==> config.mk <==
export PLATFORM = sky130hd
export DESIGN_NAME = lc3b_branch_ctrl_flat
export DESIGN_NICKNAME = d
export VERILOG_FILES = /design/src/rtl/lc3b_branch_ctrl_if.sv /design/src/rtl/lc3b_branch_ctrl.sv /design/src/flat_wrapper.sv
export SDC_FILE = /design/constraint.sdc
export NUM_CORES = 1
export LEC_CHECK = 0
export ABC_AREA = 1
export BUFFER_PORTS_ARGS = -buffer_cell sky130_fd_sc_hd__buf_2
export CAP_MARGIN = 40
export CORE_UTILIZATION = 30
export CTS_CLUSTER_SIZE = 40
export DETAILED_ROUTE_END_ITERATION = 16
export SYNTH_ARGS = -nofsm -noshare
export SYNTH_HDL_FRONTEND = slang
export SYNTH_SLANG_ARGS = --single-unit
==> constraint.sdc <==
create_clock -name clk -period 1.2 [get_ports clk]
set_input_delay 0.12 -clock clk [delete_from_list [all_inputs] [get_ports clk]]
set_output_delay 0.12 -clock clk [all_outputs]
set_load 0.01 [all_outputs]
==> src/rtl/lc3b_branch_ctrl_if.sv <==
// Handshake and bus signals between decode/datapath and the LC-3b branch controller.
// The master side is decode/datapath; the slave side is lc3b_branch_ctrl.
interface lc3b_branch_ctrl_if;
  logic        cc_load;
  logic [15:0] cc_word;
  logic        br_valid;
  logic        br_ready;
  logic [2:0]  br_nzp;
  logic [15:0] br_target;
  logic        flush;
  logic        resp_valid;
  logic        resp_taken;
  logic        pc_load;
  logic [15:0] pc_target;
  logic [2:0]  cc_nzp;

  modport master (
    output cc_load, cc_word, br_valid, br_nzp, br_target, flush,
    input  br_ready, resp_valid, resp_taken, pc_load, pc_target, cc_nzp
  );

  modport slave (
    input  cc_load, cc_word, br_valid, br_nzp, br_target, flush,
    output br_ready, resp_valid, resp_taken, pc_load, pc_target, cc_nzp
  );
endinterface

==> src/rtl/lc3b_branch_ctrl.sv <==
// LC-3b branch controller: owns the NZP condition codes and resolves branches against them.
// Optional taken/not-taken statistics counters are enabled by defining LC3B_BR_STATS_EN.
module lc3b_branch_ctrl #(
  parameter int CC_LAT = 1
`ifdef LC3B_BR_STATS_EN
  , parameter int STAT_W = 16
`endif
) (
  input  logic              clk,
  input  logic              reset_n,
  lc3b_branch_ctrl_if.slave bus
`ifdef LC3B_BR_STATS_EN
  , input  logic              stats_clr
  , output logic [STAT_W-1:0] taken_cnt
  , output logic [STAT_W-1:0] nottaken_cnt
`endif
);

  typedef enum logic [1:0] {IDLE, WAIT_CC, EVAL, RESP} state_t;

  function automatic logic [2:0] classify(input logic [15:0] w);
    logic n;
    logic z;
    n = w[15];
    z = (w == 16'h0000);
    return {n, z, (!n && !z)};
  endfunction

  state_t      state_q, state_d;
  logic [2:0]  cc_q, cc_d;
  logic [2:0]  nzp_q, nzp_d;
  logic [15:0] target_q, target_d;
  logic        taken_q, taken_d;

  logic        commit_vld;
  logic [2:0]  commit_cc;
  logic        pipe_busy;
  logic        cc_pending;

  logic        br_ready;
  logic        resp_valid;
  logic        resp_taken;
  logic        pc_load;

  // CC_LAT=1 commits straight from the input; deeper latencies add CC_LAT-1 valid-tagged stages.
  if (CC_LAT == 1) begin : g_no_pipe
    assign commit_vld = bus.cc_load;
    assign commit_cc  = classify(bus.cc_word);
    assign pipe_busy  = 1'b0;
  end else begin : g_pipe
    localparam int PD = CC_LAT - 1;

    logic [PD-1:0]      pipe_vld_q, pipe_vld_d;
    logic [PD-1:0][2:0] pipe_cc_q, pipe_cc_d;

    always_comb begin
      pipe_vld_d    = pipe_vld_q;
      pipe_cc_d     = pipe_cc_q;
      pipe_vld_d[0] = bus.cc_load;
      pipe_cc_d[0]  = classify(bus.cc_word);
      for (int i = 1; i < PD; i++) begin
        pipe_vld_d[i] = pipe_vld_q[i-1];
        pipe_cc_d[i]  = pipe_cc_q[i-1];
      end
    end

    always_ff @(posedge clk or negedge reset_n) begin
      if (!reset_n) begin
        pipe_vld_q <= '0;
        pipe_cc_q  <= '0;
      end else begin
        pipe_vld_q <= pipe_vld_d;
        pipe_cc_q  <= pipe_cc_d;
      end
    end

    assign commit_vld = pipe_vld_q[PD-1];
    assign commit_cc  = pipe_cc_q[PD-1];
    assign pipe_busy  = |pipe_vld_q;
  end

  assign cc_pending = bus.cc_load | pipe_busy;

  always_comb begin
    cc_d = cc_q;
    if (commit_vld) cc_d = commit_cc;
  end

  always_comb begin
    state_d    = state_q;
    nzp_d      = nzp_q;
    target_d   = target_q;
    taken_d    = taken_q;
    br_ready   = 1'b0;
    resp_valid = 1'b0;
    resp_taken = 1'b0;
    pc_load    = 1'b0;

    case (state_q)
      IDLE: begin
        br_ready = !bus.flush;
        if (bus.br_valid && !bus.flush) begin
          nzp_d    = bus.br_nzp;
          target_d = bus.br_target;
          // Unconditional and never-taken masks do not depend on CC, so skip the hazard wait.
          if (bus.br_nzp == 3'b111 || bus.br_nzp == 3'b000) begin
            state_d = EVAL;
          end else if (cc_pending) begin
            state_d = WAIT_CC;
          end else begin
            state_d = EVAL;
          end
        end
      end
      WAIT_CC: begin
        if (!cc_pending) state_d = EVAL;
      end
      EVAL: begin
        taken_d = |(nzp_q & cc_q);
        state_d = RESP;
      end
      RESP: begin
        resp_valid = 1'b1;
        resp_taken = taken_q;
        pc_load    = taken_q;
        state_d    = IDLE;
      end
      default: state_d = IDLE;
    endcase

    if (bus.flush) state_d = IDLE;
  end

  always_ff @(posedge clk or negedge reset_n) begin
    if (!reset_n) begin
      state_q  <= IDLE;
      cc_q     <= 3'b010;
      nzp_q    <= 3'b000;
      target_q <= 16'h0000;
      taken_q  <= 1'b0;
    end else begin
      state_q  <= state_d;
      cc_q     <= cc_d;
      nzp_q    <= nzp_d;
      target_q <= target_d;
      taken_q  <= taken_d;
    end
  end

  assign bus.br_ready   = br_ready;
  assign bus.resp_valid = resp_valid;
  assign bus.resp_taken = resp_taken;
  assign bus.pc_load    = pc_load;
  assign bus.pc_target  = target_q;
  assign bus.cc_nzp     = cc_q;

`ifdef LC3B_BR_STATS_EN
  logic [STAT_W-1:0] taken_cnt_q, taken_cnt_d;
  logic [STAT_W-1:0] nottaken_cnt_q, nottaken_cnt_d;

  // Clear takes priority over a same-cycle resolution; counters stick at all-ones.
  always_comb begin
    taken_cnt_d    = taken_cnt_q;
    nottaken_cnt_d = nottaken_cnt_q;
    if (stats_clr) begin
      taken_cnt_d    = '0;
      nottaken_cnt_d = '0;
    end else if (resp_valid) begin
      if (resp_taken) begin
        if (!(&taken_cnt_q)) taken_cnt_d = taken_cnt_q + 1'b1;
      end else begin
        if (!(&nottaken_cnt_q)) nottaken_cnt_d = nottaken_cnt_q + 1'b1;
      end
    end
  end

  always_ff @(posedge clk or negedge reset_n) begin
    if (!reset_n) begin
      taken_cnt_q    <= '0;
      nottaken_cnt_q <= '0;
    end else begin
      taken_cnt_q    <= taken_cnt_d;
      nottaken_cnt_q <= nottaken_cnt_d;
    end
  end

  assign taken_cnt    = taken_cnt_q;
  assign nottaken_cnt = nottaken_cnt_q;
`endif

  a_cc_onehot: assert property (@(posedge clk) disable iff (!reset_n) $onehot(cc_q));
  a_pc_load:   assert property (@(posedge clk) disable iff (!reset_n) pc_load == (resp_valid & resp_taken));

endmodule

==> src/flat_wrapper.sv <==
// flat-port wrapper written by rule: the top's interface ports become plain ports
module lc3b_branch_ctrl_flat 
#(
  parameter int CC_LAT = 1

)
  (clk, reset_n, bus_cc_load, bus_cc_word, bus_br_valid, bus_br_nzp, bus_br_target, bus_flush, bus_br_ready, bus_resp_valid, bus_resp_taken, bus_pc_load, bus_pc_target, bus_cc_nzp);
  lc3b_branch_ctrl_if bus_i ();
  input  logic clk;
  input  logic reset_n;
  input wire logic [$bits(bus_i.cc_load)-1:0] bus_cc_load;
  input wire logic [$bits(bus_i.cc_word)-1:0] bus_cc_word;
  input wire logic [$bits(bus_i.br_valid)-1:0] bus_br_valid;
  input wire logic [$bits(bus_i.br_nzp)-1:0] bus_br_nzp;
  input wire logic [$bits(bus_i.br_target)-1:0] bus_br_target;
  input wire logic [$bits(bus_i.flush)-1:0] bus_flush;
  output wire logic [$bits(bus_i.br_ready)-1:0] bus_br_ready;
  output wire logic [$bits(bus_i.resp_valid)-1:0] bus_resp_valid;
  output wire logic [$bits(bus_i.resp_taken)-1:0] bus_resp_taken;
  output wire logic [$bits(bus_i.pc_load)-1:0] bus_pc_load;
  output wire logic [$bits(bus_i.pc_target)-1:0] bus_pc_target;
  output wire logic [$bits(bus_i.cc_nzp)-1:0] bus_cc_nzp;
  assign bus_i.cc_load = bus_cc_load;
  assign bus_i.cc_word = bus_cc_word;
  assign bus_i.br_valid = bus_br_valid;
  assign bus_i.br_nzp = bus_br_nzp;
  assign bus_i.br_target = bus_br_target;
  assign bus_i.flush = bus_flush;
  assign bus_br_ready = bus_i.br_ready;
  assign bus_resp_valid = bus_i.resp_valid;
  assign bus_resp_taken = bus_i.resp_taken;
  assign bus_pc_load = bus_i.pc_load;
  assign bus_pc_target = bus_i.pc_target;
  assign bus_cc_nzp = bus_i.cc_nzp;
  lc3b_branch_ctrl #(.CC_LAT(CC_LAT)) u_core (.clk(clk), .reset_n(reset_n), .bus(bus_i));
endmodule
==> metrics.md, run 1 <==
| Metric | Value |
|---|---|
| Status | `complete, but fails checks` |
| Failing checks | `negative setup slack` |
| Via count | `1199` |
| First-pass GRT wire length | `roughly 4.8 mm` |
| CTS sink count | `25` |
| Initial DRC count | `40` |
| Net Sw Frac | `a little under two fifths` |
| Layout Area Growth over Synthesis | `45.06%` |
| Sw Pwr | `around 1300 µW` |
| Netlist Area Pre-Place | `approximately 1200 µm²` |
| Gpl congestion | `between 0.7 and 0.8` |
| Post-synth cell types | `18` |
| Max-cap violation count | `0` |
| Top Layer Used | `met4` |
| Starting Density | `just over 30%` |
| Hold Vio Cnt, Final | `0` |
| Vias in the first global route | `around 1100` |
| CTS buffer count | `3` |
| Antenna violations before repair | `0` |
| DR pass1 iterations | `4` |
| Slew Viols, Final | `0` |
| Reg-to-reg startpoint | `u_core.state_q[1]` |
| Final worst path period share | `112.7%` |
| H-tree levels | `1` |
| I/O pin count | `63` |
| Worst EP required | `around 1.1 ns` |
| Pint | `~2200 µW` |
| Clock network power share | `between 10% and 20%` |
| Avg Vias per Cell | `4.424` |
| Antenna-violating nets left | `0` |
| Cell Pwr Density | `1943 nW/µm²` |
| CP startpoint kind | `flip-flop` |
| Met3 WL | `slightly above 100 µm` |
| Synthesized area per cell | `8.386 µm²` |
| Metal2 WL | `1.407 mm` |
| Total GRT Usage | `about 14%` |
| Dpl cell area | `1620 µm²` |
| HP Class | `input port to flip-flop` |
| Maximum vdd drop | `about 0.79 mV` |
| Die X | `66.32 µm` |
| # rows | `23` |
| Antenna cell count | `0` |
| Reg clk slew, reported paths | `about 0.090 ns` |
| Sequential-to-total area share from yosys stat | `50.50%` |
| Final Net Count | `267` |
| GRT Residual Overflow | `0` |
| Die Span Y | `66.32 µm` |
| Hold Path Origin | `bus_br_target[6]` |
| FF-to-FF End | `u_core.state_q[1]` |
| Yosys warns | `0` |
| Detail Placement HPWL | `between 2 and 2.5 mm` |
| Total routed wirelength | `a little under 3 mm` |
| Mapped Nets | `193` |
| Wire length per cell | `about 11 µm` |
| Maximum root-to-sink buffer count | `2` |
| Hold slack | `around 0.076 ns` |
| Final Setup Violations | `25` |
| Combinational share of power | `around 46%` |
| CTS root buffer | `clkbuf_8` |
| CP Max Fanout | `3` |
| RSZ-0062 raised after global routing | `yes` |
| Worst-margin pin slew | `between 0.5 and 0.6 ns` |
| Share of cells above drive strength 1 | `about 47%` |
| Die ar. | `about 4400 µm²` |
| Post-Syn Instances | `about 150` |
| Worst-Skew Late Latency | `around 0.26 ns` |
| Leakage power | `~0.001 µW` |
| Reg2Reg Depth | `10` |
| Smallest setup slack after layout | `-0.1520 ns` |
| Final core occ | `between 40% and 50%` |
| Clock Skew | `0.004794 ns` |
| Crit Path Class | `flip-flop to primary output` |
| IO buf count | `between 60 and 70` |
| Hold endpoint | `u_core.bus.pc_target[6]` |
| Pin count of the biggest net entering global routing | `26` |
| Fmax | `between 0.7 and 0.8 GHz` |
| Post-Layout Inst Area | `about 1800 µm²` |
| Residual DRC | `0` |
| CTS tree | `done` |
| Critical Path AT | `~1.2 ns` |
| Setup TNS Final | `-1.634 ns` |
| Hold Path Cell Cnt | `3` |
| Seq pwr share | `40.2%` |
| Metal-1 WL | `1.391 mm` |
| Total core area | `approximately 4000 µm²` |
| Setup crit end kind | `primary output` |
| Fin crit period | `approximately 1.4 ns` |
| Yosys reg bits | `25` |
| R2r setup slk | `-0.15 ns` |
| Slew headroom | `between 60% and 70%` |
worst max-delay path by stage:
stage	start	endpoint	cells past startpoint
3_5_place_dp	u_core.state_q[1]	u_core.nzp_q[2]	7
4_1_cts	u_core.state_q[1]	bus_br_ready	6
3_3_place_gp	u_core.state_q[1]	u_core.nzp_q[0]	7
6_report	u_core.state_q[1]	bus_br_ready	6
2_1_floorplan	u_core.state_q[1]	u_core.nzp_q[1]	8
5_1_grt	u_core.state_q[1]	bus_br_ready	6
critical path, stage by stage, from the launching register on:
cell     delay (ns)
dfrtp_1        0.39
inv_2          0.09
ha_4           0.13
inv_2          0.04
nor2_4         0.11
buf_6          0.12
buf_6          0.09
layer usage:
layer	up-vias	global-route usage (%)
met4	0	3.989
met1	562	18.84
met5	-	0
met3	2	1.552
li1	611	-
met2	24	23.09
sequential cells by signal (all words and copies together) (netlist names):
register / cells
u_core.taken_q: 1
u_core.bus.cc_nzp: 3
u_core.nzp_q: 3
u_core.state_q: 2
u_core.bus.pc_target: 16
synthesized netlist by cell type:
cell	n	share of area (%)
nand3_1	20	8.1
o21ai_0	2	0.81
inv_1	11	3.3
dfstp_2	1	2.1
nand2_4	1	0.91
nand3b_1	2	1.2
nand2_2	2	1.0
dfrtp_1	24	48
nor2_4	1	0.91
buf_2	1	0.40
nand2_1	56	17
nor2_1	12	3.6
o21ai_2	3	2.1
a41oi_1	1	0.71
buf_4	2	1.2
buf_6	3	2.7
ha_1	5	5.0
or2_2	1	0.50
cell families after synthesis:
logic type	count (synthesis)	synth area share, %
AO/OA/AOI/OAI	6	3.630
adder cells (fa/ha/maj)	5	5.040
buffers and inverters	17	7.660
flip-flops	25	50.50
AND/OR/NAND/NOR	95	33.16
repair_timing:
action                                  4_1_cts  5_1_grt
endpoints found under the setup margin       25       25
gates cloned                                  0        1
gates resized for setup                       6       13
hold endpoints to repair                     24        0
pin swaps                                     2        4
hold buffers                                  1        0
setup buffers                                 5        0
placed cells by master, fill, tap and decap left out:
cell type / count
clkinv_2: 1
nand3_1: 18
nand2_8: 1
ha_4: 2
inv_1: 8
o21ai_2: 3
nand3b_1: 2
dfrtp_1: 24
buf_2: 61
buf_4: 7
nand2_1: 47
clkbuf_8: 3
nor2_2: 1
nor2_4: 1
inv_2: 3
dlygate4sd3_1: 1
dfstp_2: 1
buf_6: 5
nor2_1: 11
a41oi_1: 1
nand2_4: 1
or2_2: 1
nand2_2: 11
o21ai_0: 2
ha_1: 3
nand3_2: 2
power by group through the flow:
stage	combinational, µW	sequential [µW]	clock, µW
final	1600	1410	492
after global routing	1810	1450	559
after CTS	1520	1390	517
after detailed placement	1370	1400	0
after global placement	1350	1400	0
after floorplan	711	1520	0
stage by stage:
| step | total power (µW) | instances | setup slack, ns |
|---|---|---|---|
| after floorplan | 2229 | 148 | -0.08680 |
| after global placement | 2754 | 260 | -0.03200 |
| after detailed placement | 2769 | 260 | -0.07390 |
| after CTS | 3425 | 270 | -0.1401 |
| after global routing | 3821 | 271 | -0.2179 |
| final | 3497 | 271 | -0.1520 |
layout make-up:
cell class | count | area (µm²)
clock buffer | 3 | 41.29
multi-input combinational | 107 | 599.3
timing repair buffer | 74 | 424.2
fill | 420 | 2200
inverter | 11 | 41.29
tap | 50 | 62.56
clock inverter | 1 | 5.005
sequential | 25 | 626.9
No activity file was read; power rests on OpenSTA's default activity.
==> run 2, diff against run 1 <==
- RECOVER_POWER: not set -> 25
==> run 2 against run 1 <==
Against the previous run:
- the flow still finishes with violations (negative setup slack)
- count of clock-buffer cells in the layout stayed put
- critical endpoint unchanged
- worst setup slack stayed put
- via count is the same
- largest power group unchanged
- non-clock buffer count did not move
- cell count is the same
- register-to-register slack is essentially flat
- combinational power about the same
- sequential share of layout area unchanged
- clock power about the same
- worst hold slack is the same
- wire length hardly changed
==> metrics.md, run 2 (same netlist as run 1, synthesis figures left out) <==
| Metric | Value |
|---|---|
| Status | `complete, but fails checks` |
| Failing checks | `negative setup slack` |
| Via count | `1199 (unchanged)` |
| Residual DRC | `0 (unchanged)` |
| Setup crit end kind | `primary output` |
| Pint | `2182 µW (about the same)` |
| Share of cells above drive strength 1 | `47.06% (unchanged)` |
| Die X | `66.32 µm (unchanged)` |
| Combinational share of power | `45.8% (about the same)` |
| Slew headroom | `57.60% (-4.3 points)` |
| Gpl congestion | `0.7235 (unchanged)` |
| Total routed wirelength | `2.925 mm (about the same)` |
| Die ar. | `4398 µm² (unchanged)` |
| Pre-CTS setup slack | `-0.07390 ns (unchanged)` |
| Setup TNS Final | `-1.634 ns (unchanged)` |
| Pwr Total | `3497 µW (about the same)` |
| Slew Viols, Final | `0 (unchanged)` |
| Fmax | `0.7396 GHz (unchanged)` |
| Initial DRC count | `39 (-2.5%)` |
| Layout Area Growth over Synthesis | `45.06% (unchanged)` |
| First-pass GRT wire length | `4.788 mm (unchanged)` |
| Starting Density | `31.03% (unchanged)` |
| GRT Residual Overflow | `0 (unchanged)` |
| CTS buffer count | `3 (unchanged)` |
| Maximum vdd drop | `0.7899 mV (about the same)` |
| Clock network power share | `14.1% (about the same)` |
| Max reg flops | `16 (unchanged)` |
| Maximum root-to-sink buffer count | `2 (unchanged)` |
| Commonest cells after routing, fill and taps aside | `buf_2, nand2_1, dfrtp_1` |
| H-tree levels | `1 (unchanged)` |
| Worst EP required | `1.08 ns (about the same)` |
| Clock Skew | `0.004794 ns (unchanged)` |
| Smallest setup slack after layout | `-0.1520 ns (unchanged)` |
| Avg Vias per Cell | `4.424 (unchanged)` |
| Critical Path AT | `1.23 ns (about the same)` |
| CP Max Fanout | `3 (unchanged)` |
| Final Setup Violations | `25 (unchanged)` |
| Die Span Y | `66.32 µm (unchanged)` |
| Hold Vio Cnt, Final | `0 (unchanged)` |
| Total core area | `4000 µm² (unchanged)` |
| IO buf count | `62 (unchanged)` |
| Leakage power | `0.001003 µW (about the same)` |
| Antenna cell count | `0 (unchanged)` |
| Pin count of the biggest net entering global routing | `26 (unchanged)` |
| HP Class | `input port to flip-flop` |
| Crit Path Class | `flip-flop to primary output` |
| CTS root buffer | `clkbuf_8` |
| Max-cap violation count | `0 (unchanged)` |
| CTS sink count | `25 (unchanged)` |
| Final Net Count | `267 (unchanged)` |
| Wire length per cell | `10.79 µm (about the same)` |
| Seq pwr share | `40.2% (about the same)` |
| Worst-margin pin slew | `0.6360 ns (+0.06398 ns)` |
| Antenna-violating nets left | `0 (unchanged)` |
| CP startpoint kind | `flip-flop` |
| Sw Pwr | `1315 µW (about the same)` |
| I/O pin count | `63 (unchanged)` |
| Vias in the first global route | `1122 (unchanged)` |
| Cell Pwr Density | `1942 nW/µm² (about the same)` |
| Detail Placement HPWL | `2.102 mm (unchanged)` |
| Worst-Skew Late Latency | `0.26 ns (about the same)` |
| Total GRT Usage | `13.89% (unchanged)` |
| Net Sw Frac | `37.61% (about the same)` |
| Antenna violations before repair | `0 (unchanged)` |
| Reg clk slew, reported paths | `0.09 ns (about the same)` |
| Most common cell after layout, fill and taps aside | `buf_2` |
| Dpl cells | `260 (unchanged)` |
| RSZ-0062 raised after global routing | `yes` |
| Layout Cells excl Fill | `271 (unchanged)` |
| # rows | `23 (unchanged)` |
| Filler Cell Count | `420 (unchanged)` |
| DR pass1 iterations | `4 (unchanged)` |
| Final worst path period share | `112.7% (unchanged)` |
| Fin crit period | `1.352 ns (unchanged)` |
| CTS tree | `done` |
[run 2: power groups by stage]
stage | registers (µW) | logic (µW) | clock network, µW
finish | 1410 | 1600 | 492
global route | 1450 | 1810 | 559
detailed placement | 1400 | 1370 | 0
floorplan | 1520 | 711 | 0
global placement | 1400 | 1350 | 0
CTS | 1390 | 1520 | 517
[run 2: worst paths after layout]
| kind | endpoint | cells past startpoint | slack, ns | start |
|---|---|---|---|---|
| max in group asynchronous | u_core.taken_q | 2 | 0.37 | reset_n |
| min | u_core.bus.pc_target[6] | 3 | 0.08 | bus_br_target[6] |
| min in group asynchronous | u_core.bus.pc_target[1] | 2 | 0.41 | reset_n |
| min reg2reg | u_core.bus.pc_target[8] | 2 | 0.47 | u_core.bus.pc_target[8] |
| max | bus_br_ready | 6 | -0.15 | u_core.state_q[1] |
| max reg2reg | u_core.state_q[1] | 10 | -0.15 | u_core.state_q[1] |
[run 2: through the flow]
stage                     util (%)  cell area [µm²]  hold slack, ns
after detailed placement     40.51             1620          0.1518
final                        45.01             1800         0.07601
after CTS                    43.73             1749         0.07698
after global routing         45.01             1800         0.08760
after floorplan                  -             1256         -0.1756
after global placement       40.51             1620          0.1412
[run 2: final cells by class]
cell class | count | area, µm² | area share (%)
sequential | 25 | 626.9 | 34.82
multi-input combinational | 107 | 599.3 | 33.29
timing repair buffer | 74 | 424.2 | 23.56
tap | 50 | 62.56 | 3.475
clock buffer | 3 | 41.29 | 2.293
inverter | 11 | 41.29 | 2.293
clock inverter | 1 | 5.005 | 0.2780
[run 2: worst max-delay path: stages, from the launching register on]
cell and delay, ns:
dfrtp_1 0.39, inv_2 0.09, ha_4 0.13, inv_2 0.04, nor2_4 0.11, buf_6 0.12
buf_6 0.09
[run 2: layer usage]
metal / share of wire (%) / routed length (µm) / up-vias / track usage [%]
li1: - / - / 611 / -
met1: 48 / 1390 / 562 / 18.84
met2: 48 / 1407 / 24 / 23.09
met3: 3.5 / 101 / 2 / 1.552
met4: 0.85 / 25 / 0 / 3.989
met5: 0 / 0 / - / 0
[run 2: repair_timing]
item / in CTS / in global routing
hold endpoints to repair: 24 / 0
setup buffers: 5 / 0
pin swaps: 2 / 4
cloned: 0 / 1
hold buffers: 1 / 0
gates resized for setup: 6 / 13
endpoints found under the setup margin: 25 / 25
==> run 3, diff against run 2 <==
==> constraint.sdc (replaced) <==
create_clock -name clk -period 1.2 [get_ports clk]
set_input_delay 0.12 -clock clk [delete_from_list [all_inputs] [get_ports clk]]
set_output_delay 0.12 -clock clk [all_outputs]
set_load 0.05 [all_outputs]
==> run 3 against run 2 <==
Against the previous run:
- the flow still finishes with violations (negative setup slack)
- wire length up 12%
- sequential power rose by 6%
- clock power rose by 4.9%
==> metrics.md, run 3 (same netlist as run 1, synthesis figures left out) <==
| Metric | Value |
|---|---|
| Status | `complete, but fails checks` |
| Failing checks | `negative setup slack` |
| Gpl congestion | `0.7957 (+10%)` |
| RSZ-0062 raised after global routing | `yes` |
| CP top delay family | `buffers and inverters` |
| Pwr Total | `4828 µW (+38%)` |
| Worst path bufs/invs | `3 (-1)` |
| Final worst path period share | `120.8% (+8.2 points)` |
| Total core area | `4000 µm² (unchanged)` |
| Max reg flops | `16 (unchanged)` |
| Total GRT Usage | `14.78% (+0.89 points)` |
| Slew headroom | `58.85% (+1.3 points)` |
| Crit Path Class | `flip-flop to primary output` |
| Pin count of the biggest net entering global routing | `26 (unchanged)` |
| CP cell instances | `buf_4 -> ha_4 -> nand2_4 -> clkinvlp_4 -> buf_8` |
| Antenna-violating nets left | `0 (unchanged)` |
| Max-cap violation count | `0 (unchanged)` |
| Critical Path AT | `1.33 ns (+0.10 ns)` |
| CTS tree | `done` |
| DR pass1 iterations | `4 (unchanged)` |
| IO buf count | `62 (unchanged)` |
| Layout Area Growth over Synthesis | `60.79%` |
| H-tree levels | `1 (unchanged)` |
| Pre-CTS setup slack | `-0.1187 ns (-0.04480 ns)` |
| # rows | `23 (unchanged)` |
| CTS sink count | `25 (unchanged)` |
| Maximum root-to-sink buffer count | `2 (unchanged)` |
| Final Setup Violations | `26 (+4.0%)` |
| HP Class | `input port to flip-flop` |
| CP startpoint kind | `flip-flop` |
| Vias in the first global route | `1075 (-4.2%)` |
| Starting Density | `31.03% (unchanged)` |
| Smallest setup slack after layout | `-0.2500 ns (-0.09797 ns)` |
| Final Net Count | `271 (+1.5%)` |
| Total routed wirelength | `3.288 mm (+12%)` |
| Commonest cells after routing, fill and taps aside | `buf_2, nand2_1, dfrtp_1` |
| First-pass GRT wire length | `4.885 mm (+2.0%)` |
| Worst EP required | `1.08 ns (about the same)` |
| Die ar. | `4398 µm² (unchanged)` |
| Setup crit end kind | `primary output` |
| Maximum vdd drop | `1.027 mV (+30%)` |
| Most common cell after layout, fill and taps aside | `buf_2` |
| Initial DRC count | `35 (-10%)` |
| Cell Pwr Density | `2419 nW/µm² (+25%)` |
| Worst-margin pin slew | `0.6172 ns (-0.01881 ns)` |
| Fmax | `0.6897 GHz (-6.8%)` |
| Worst-Skew Late Latency | `0.27 ns (about the same)` |
| Die X | `66.32 µm (unchanged)` |
| Via count | `1224 (+2.1%)` |
| Antenna violations before repair | `0 (unchanged)` |
| Highest-delay cell along the critical path | `dfrtp_1` |
| Slew Viols, Final | `0 (unchanged)` |
| Avg Vias per Cell | `4.451 (+0.60%)` |
| Share of cells above drive strength 1 | `54.22% (+7.2 points)` |
| Leakage power | `0.001038 µW (+3.5%)` |
| CP max stage delay | `0.40 ns (about the same)` |
| Die Span Y | `66.32 µm (unchanged)` |
| Wire length per cell | `11.96 µm (+11%)` |
| I/O pin count | `63 (unchanged)` |
| CTS buffer count | `3 (unchanged)` |
| Antenna cell count | `0 (unchanged)` |
| Fin crit period | `1.450 ns (+0.09797 ns)` |
| Detail Placement HPWL | `2.107 mm (+0.25%)` |
| Hold Vio Cnt, Final | `0 (unchanged)` |
| Reg clk slew, reported paths | `0.09 ns (about the same)` |
| Residual DRC | `0 (unchanged)` |
| CP Max Fanout | `3 (unchanged)` |
| CTS root buffer | `clkbuf_8` |
| Hold Path Origin | `bus_br_target[6]` |
| GRT Residual Overflow | `0 (unchanged)` |
| Crit. Startpoint | `u_core.state_q[1]` |
| Reg-to-reg startpoint | `u_core.state_q[0]` |
| Clock Skew | `0.002857 ns (-0.001937 ns)` |
| Filler Cell Count | `394 (-6.2%)` |
-- run 3: cell types whose count changed in the layout (fill, tap and decap cells not counted), sizes merged --
cell	previous run	this run
nand2	60	62
inv	11	10
buf	72	74
clkinvlp	0	1
-- run 3: final timing paths --
check | endpoint | slack [ns] | cells after the start
max in group asynchronous | u_core.bus.pc_target[9] | 0.42 | 2
min in group asynchronous | u_core.bus.pc_target[2] | 0.38 | 2
hold reg to reg | u_core.bus.pc_target[10] | 0.48 | 2
setup / recovery | bus_resp_taken | -0.25 | 5
setup reg to reg | u_core.bus.pc_target[14] | -0.17 | 8
hold / removal | u_core.bus.pc_target[6] | 0.06 | 3
-- run 3: worst register-to-register path, cell delays in order (launching register included) --
cell,delay [ns]
dfrtp_1,0.42
inv_2,0.10
ha_4,0.13
inv_2,0.04
nor2_4,0.16
buf_12,0.18
nand2_8,0.10
nand2_4,0.10
nand2_2,0.04
-- run 3: layout make-up --
class	count	area [µm²]	share of cell area, %
inverters	11	45.04	2.257
clock buffers	3	41.29	2.069
multi-input cells	109	723.2	36.24
well taps	50	62.56	3.135
repair buffers	76	491.7	24.64
flip-flops and latches	25	626.9	31.41
clock inverters	1	5.005	0.2508
-- run 3: timing repair --
| item | 4_1_cts | 5_1_grt |
|---|---|---|
| hold buffers | 1 | 0 |
| buffers inserted | 5 | 2 |
| resized for setup | 24 | 39 |
| endpoints found under the hold margin | 24 | 0 |
| pin swaps | 3 | 8 |
| cloned | 1 | 2 |
| setup endpoints to repair | 26 | 26 |
-- run 3: through the flow --
| step | hold WS [ns] | TNS, ns | instance area (µm²) | utilization (%) | std cells |
|---|---|---|---|---|---|
| floorplan | -0.1756 | -2.880 | 1267 | - | 148 |
| global placement | 0.1410 | -0.5918 | 1624 | 40.60 | 260 |
| detailed placement | 0.1427 | -1.958 | 1624 | 40.60 | 260 |
| CTS | 0.06714 | -4.030 | 1812 | 45.29 | 271 |
| global route | 0.06736 | -5.289 | 1996 | 49.89 | 275 |
| finish | 0.06359 | -3.941 | 1996 | 49.89 | 275 |
-- run 3: where the power goes --
part | switching, µW | leakage, µW | total (µW) | internal [µW]
clock | 283 | 0.0000255 | 516 | 233
sequential | 294 | 0.000308 | 1490 | 1190
combinational | 1870 | 0.000705 | 2830 | 956
-- run 3: per-layer routing --
metal | global-route usage (%) | vias to the layer above | part of all wire [%]
li1 | - | 621 | -
met1 | 20.75 | 568 | 45
met2 | 23.09 | 31 | 50
met3 | 1.207 | 4 | 3.6
met4 | 6.383 | 0 | 1.2
met5 | 0 | - | 0
